==> src/rtl/pmod_da4_sample_feeder.sv <==
// Sample feeder for the PMOD DA4 SPI master: FIFO-buffers samples and issues one st_wrt per rate tick.
// Optional PMOD_DA4_HOLD_LAST_EN: an underrun tick re-sends the last dac_data (midscale after reset).
module pmod_da4_sample_feeder #(
  parameter int DATA_W   = 12,
  parameter int DEPTH    = 8,
  parameter int RATE_DIV = 1000
) (
  input  logic                     clk100mhz,
  input  logic                     rst_n,
  input  logic                     enable,
  input  logic                     in_valid,
  output logic                     in_ready,
  input  logic [DATA_W-1:0]        in_data,
  output logic                     st_wrt,
  output logic [DATA_W-1:0]        dac_data,
  input  logic                     done,
  output logic [$clog2(DEPTH):0]   fifo_count,
  output logic                     underrun,
  output logic                     tick_missed,
  input  logic                     clear_flags
);

  localparam int AW    = $clog2(DEPTH);
  localparam int CNT_W = AW + 1;
  localparam int DIV_W = $clog2(RATE_DIV);
`ifdef PMOD_DA4_HOLD_LAST_EN
  localparam logic [DATA_W-1:0] DAC_RST = {1'b1, {(DATA_W-1){1'b0}}};
`else
  localparam logic [DATA_W-1:0] DAC_RST = '0;
`endif

  typedef enum logic [1:0] {IDLE, ISSUE, BUSY} state_t;

  state_t              state_q, state_d;
  logic [DIV_W-1:0]    div_q, div_d;
  logic [CNT_W-1:0]    count_q, count_d;
  logic [AW-1:0]       wr_ptr_q, rd_ptr_q;
  logic [DATA_W-1:0]   mem_q [DEPTH];
  logic [DATA_W-1:0]   dac_q;
  logic                in_ready_q, done_q, underrun_q, underrun_d, missed_q;
  logic                tick, done_rise, push, pop;

  assign tick      = enable && (div_q == DIV_W'(RATE_DIV - 1));
  assign done_rise = done && !done_q;
  assign push      = in_valid && in_ready_q;

  always_comb begin
    div_d = div_q;
    if (!enable)   div_d = '0;
    else if (tick) div_d = '0;
    else           div_d = div_q + DIV_W'(1);
  end

  // A pop only happens on an IDLE tick with data, so it never needs to see this cycle's push.
  always_comb begin
    count_d = count_q;
    if (push && !pop)      count_d = count_q + CNT_W'(1);
    else if (!push && pop) count_d = count_q - CNT_W'(1);
  end

  always_comb begin
    state_d    = state_q;
    pop        = 1'b0;
    underrun_d = 1'b0;
    st_wrt     = 1'b0;
    case (state_q)
      IDLE: begin
        if (tick) begin
          if (count_q != '0) begin
            pop     = 1'b1;
            state_d = ISSUE;
          end else begin
            underrun_d = 1'b1;
`ifdef PMOD_DA4_HOLD_LAST_EN
            state_d    = ISSUE;
`endif
          end
        end
      end
      ISSUE: begin
        st_wrt  = 1'b1;
        state_d = BUSY;
      end
      BUSY: begin
        if (done_rise) state_d = IDLE;
      end
      default: state_d = IDLE;
    endcase
  end

  always_ff @(posedge clk100mhz or negedge rst_n) begin
    if (!rst_n) begin
      state_q    <= IDLE;
      div_q      <= '0;
      count_q    <= '0;
      wr_ptr_q   <= '0;
      rd_ptr_q   <= '0;
      dac_q      <= DAC_RST;
      in_ready_q <= 1'b0;
      done_q     <= 1'b0;
      underrun_q <= 1'b0;
      missed_q   <= 1'b0;
    end else begin
      state_q    <= state_d;
      div_q      <= div_d;
      count_q    <= count_d;
      in_ready_q <= (count_d != CNT_W'(DEPTH));
      done_q     <= done;
      underrun_q <= underrun_d;
      if (push) wr_ptr_q <= wr_ptr_q + AW'(1);
      if (pop) begin
        rd_ptr_q <= rd_ptr_q + AW'(1);
        dac_q    <= mem_q[rd_ptr_q];
      end
      // Set has priority over clear.
      if (tick && state_q == BUSY) missed_q <= 1'b1;
      else if (clear_flags)        missed_q <= 1'b0;
    end
  end

  always_ff @(posedge clk100mhz) begin
    if (push) mem_q[wr_ptr_q] <= in_data;
  end

  assign in_ready    = in_ready_q;
  assign dac_data    = dac_q;
  assign fifo_count  = count_q;
  assign underrun    = underrun_q;
  assign tick_missed = missed_q;

endmodule

==> config.mk <==
export PLATFORM = sky130hd
export DESIGN_NAME = pmod_da4_sample_feeder
export DESIGN_NICKNAME = d
export VERILOG_FILES = /design/src/rtl/pmod_da4_sample_feeder.sv
export SDC_FILE = /design/constraint.sdc
export NUM_CORES = 1
export LEC_CHECK = 0
export ABC_AREA = 1
export CORE_MARGIN = 5
export CORE_UTILIZATION = 55
export CTS_BUF_LIST = sky130_fd_sc_hd__clkbuf_4 sky130_fd_sc_hd__clkbuf_8 sky130_fd_sc_hd__clkbuf_16
export CTS_CLUSTER_SIZE = 12
export DETAILED_ROUTE_END_ITERATION = 8
export DONT_BUFFER_PORTS = 1
export PLACE_DENSITY = 0.7
export SKIP_LAST_GASP = 1
export SYNTH_ARGS = -nofsm -noshare
export SYNTH_HDL_FRONTEND = slang
export SYNTH_SLANG_ARGS = --single-unit
export TNS_END_PERCENT = 20
==> constraint.sdc <==
create_clock -name clk100mhz -period 2.16 [get_ports clk100mhz]
set_input_delay 0.216 -clock clk100mhz [delete_from_list [all_inputs] [get_ports clk100mhz]]
set_output_delay 0.216 -clock clk100mhz [all_outputs]
set_load 0.01 [all_outputs]
==> results.cfg <==
[placement]
detailedPlace.worstSlack_ns = 0.272
placed_area_um2 = 5670
gp_congestion = 0.857
port-buffer-count = 0
detailed_place_hpwl_mm = 6.60

[logic_synthesis]
postSynthRegisterBits = 134
number_of_library_cell_types_mapped_by_synthesis = 32
synth_edf_count = 96
synth-main-ff-cell = sky130_fd_sc_hd__edfxtp_1
post_synth.cell_area_avg_um2 = 12.1
synthesis.instances = 452
yosysSeqAreaShare = 0.703
mappedNetlistArea_um2 = 5450
synth.net_count = 476
warning_count_from_the_yosys_run = 0
async_flop_share = 0.284

[global_routing]
grt_usage = 0.211
grt_antenna_before_repair = 0
grt_first_pass_wirelength_mm = 18.5
global_route.overflow_total = 0
grt_max_degree = 50
vias_in_the_first_global_route = 3609

[timing]
clock_skew_ns = 0.00705
tns_ns = 0
setup_repair_after_global_routing_missed_its_margin = false
final_critical_path_setup_slack_ns = 0.292
timing_worst_slew_pin_value_ns = 0.490
setup_viol = 0
final-max-slew-violation-count = 0
fmax_ghz = 0.535
period_share = 0.865
slew_headroom = 0.673
finalCriticalPeriod_ns = 1.87
timing.final.hold_violations = 0

[setup_path]
timing_worst_setup_path_type = flop to flop
cp_slowest_stage_delay_ns = 0.47
timing.critical_path.slowest_stage_cell = sky130_fd_sc_hd__dfrtp_1
crit_path_start_kind = flop
ff2ff_path_depth = 8
critPathMostFrequentCell = sky130_fd_sc_hd__nand3_1
rrSetupSlack_ns = 0.29
crit-reg2reg-capture = in_ready$_DFF_PN0_
worstPathBufferInverterCount = 2
crit_family = flip-flops
r2r-start = fifo_count[1]$_DFF_PN0_
crit_path_start = fifo_count[1]$_DFF_PN0_
crit_path_max_fanout = 13
path_cells = inv_1 > ha_1 > a21oi_4 > nand3_4 > inv_2 > nand4_1 > nand3_1 > nand3_1
cp_data_required_time_ns = 2.56
cp_num_cells = 8
cp-end-kind = flop
timing.critical_path.arrival_ns = 2.26

[finish]
fraction_of_final_layout_cells_with_drive_strength_greater_than_1 = 0.134
count_of_inserted_antenna_diode_cells = 0
area_delta_synth_final_pct = 18.4
most-common-layout-cells = sky130_fd_sc_hd__edfxtp_1 (96), sky130_fd_sc_hd__nor2_1 (70), sky130_fd_sc_hd__nand2_1 (58), sky130_fd_sc_hd__o21ai_0 (55), sky130_fd_sc_hd__dfrtp_1 (38)
design.final.nets = 512
design_area_um2 = 6450
layout_commonest_cell = sky130_fd_sc_hd__edfxtp_1

[floorplan]
initial_utilization = 0.560
floorplan.io_pins = 38
x_dimension_of_the_die_um = 110
die-area_um2 = 12000
die_height_um = 110
core-area_um2 = 9730
core.rowCount = 36

[detailed_routing]
via_per_inst = 5.62
first_pass_iters = 5
route.vias.total = 3561
detail_route.wirelength_mm = 11.3
ant_nets = 0
post_drt_wl_per_cell_um = 17.8
post-route-drc-count = 0
first_iter_violations = 243

[outcome]
outcome = complete, no violations

[power]
portion_of_total_power_attributed_to_combinational_logic = 0.102
switching_power_uw = 1560
peakVddDrop_v = 0.000470
p_int_uw = 5230
p_clk_frac = 0.423
p_leak_uw = 0.00249
swShare = 0.230
share_seq_of_total_power = 0.475
totalPowerFinal_uw = 6790
powerDensity_nw_per_um2 = 1050

[min_path]
hold_path_class = input pin to flop
hold-path-cell-count = 3
worst_hold_path_startpoint = in_valid
holdPathEnd = wr_ptr_q[0]$_DFFE_PN0P_

[clock_tree]
cts.htree.levels = 4
clk_pin_slew_ns = 0.05
cts_num_sinks = 134
worst_skew_pair.late_latency_ns = 0.52
root_buffer = sky130_fd_sc_hd__clkbuf_8
tritoncts = done
cts_resized = 0
cts-root-to-sink-buffers = 2
cts_buffers = 17

[run]
max-cap-violations = 0
what timing repair did:
action | CTS | global route
setup endpoints to repair | 0 | 0
endpoints found under the hold margin | 142 | 0
buffers inserted | 0 | 0
hold buffers | 17 | 0
power by group through the flow:
stage | clock, uW | sequential [uW] | combinational (uW)
6_report | 2870 | 3230 | 690
4_1_cts | 2920 | 3230 | 701
5_1_grt | 3060 | 3250 | 774
3_3_place_gp | 0 | 3260 | 601
2_1_floorplan | 0 | 3250 | 418
3_5_place_dp | 0 | 3270 | 620
flip-flops by register name (all words and copies together) (netlist names):
register     cells
mem_q           96
dac_data        12
div_q           10
fifo_count       4
rd_ptr_q         3
wr_ptr_q         3
state_q          2
done_q           1
in_ready         1
tick_missed      1
underrun         1
cell type report:
type	count	area (um^2)
sequential	134	3830
fill	708	3270
multi-input combinational	271	1430
clock buffer	27	502
timing repair buffer	35	315
tap	133	166
inverter	29	109
clock inverter	5	98.8
through the flow:
step	hold slack, ns	std cells	util
2_1_floorplan	-0.0796	452	-
3_3_place_gp	-0.0780	585	0.583
3_5_place_dp	-0.0777	585	0.583
4_1_cts	0.0192	634	0.663
5_1_grt	0.0439	634	0.663
6_report	0.0254	634	0.663
metal layers:
metal  wire length (um)  track usage  part of all wire  up-vias
met4                224       0.0882             0.020        0
met2               5670        0.334              0.50      141
li1                   -            -                 -     1687
met5                  0            0                 0        -
met1               4560        0.276              0.40     1712
met3                806       0.0581             0.072       21
logic make-up (layout without fill, tap and decap cells):
kind of cell,Yosys count,count (layout),share of synthesized area
buffers and inverters,47,96,0.0346
xor gates and xnor gates,4,4,0.00642
and+or+nand+nor,175,175,0.144
adders and majority gates,6,6,0.0138
AOI/OAI and AO/OA,86,86,0.0984
DFF,134,134,0.703
cells in the mapped netlist (3+ instances only):
| library cell | number | area, um^2 |
|---|---|---|
| sky130_fd_sc_hd__o221ai_1 | 24 | 210 |
| sky130_fd_sc_hd__buf_2 | 4 | 20.0 |
| sky130_fd_sc_hd__inv_1 | 25 | 93.8 |
| sky130_fd_sc_hd__o21ai_0 | 55 | 275 |
| sky130_fd_sc_hd__dfrtp_1 | 38 | 951 |
| sky130_fd_sc_hd__a21oi_1 | 4 | 20.0 |
| sky130_fd_sc_hd__inv_2 | 3 | 11.3 |
| sky130_fd_sc_hd__nor3_1 | 3 | 15.0 |
| sky130_fd_sc_hd__nand2_2 | 3 | 18.8 |
| sky130_fd_sc_hd__xor2_1 | 4 | 35.0 |
| sky130_fd_sc_hd__edfxtp_1 | 96 | 2880 |
| sky130_fd_sc_hd__clkbuf_1 | 13 | 48.8 |
| sky130_fd_sc_hd__nand3_1 | 22 | 110 |
| sky130_fd_sc_hd__nand4_1 | 5 | 31.3 |
| sky130_fd_sc_hd__nand2_1 | 58 | 218 |
| sky130_fd_sc_hd__nor2_1 | 70 | 263 |
| sky130_fd_sc_hd__ha_1 | 6 | 75.1 |
worst reg2reg max path: cells and delay by family, from the launching register on:
kind,cells,cell delay (ns)
buffers and inverters,2,0.35
AO/OA/AOI/OAI,1,0.24
adder cells (fa/ha/maj),1,0.23
flip-flops,1,0.47
AND/OR/NAND/NOR,4,0.47
how the worst max path moves through the flow:
stage	endpoint
final	in_ready$_DFF_PN0_
after global routing	in_ready$_DFF_PN0_
after CTS	in_ready$_DFF_PN0_
after detailed placement	in_ready$_DFF_PN0_
after global placement	in_ready$_DFF_PN0_
after floorplan	mem_q[4][0]$_DFFE_PP_
Note: power is estimated with default switching activity, not from simulation.
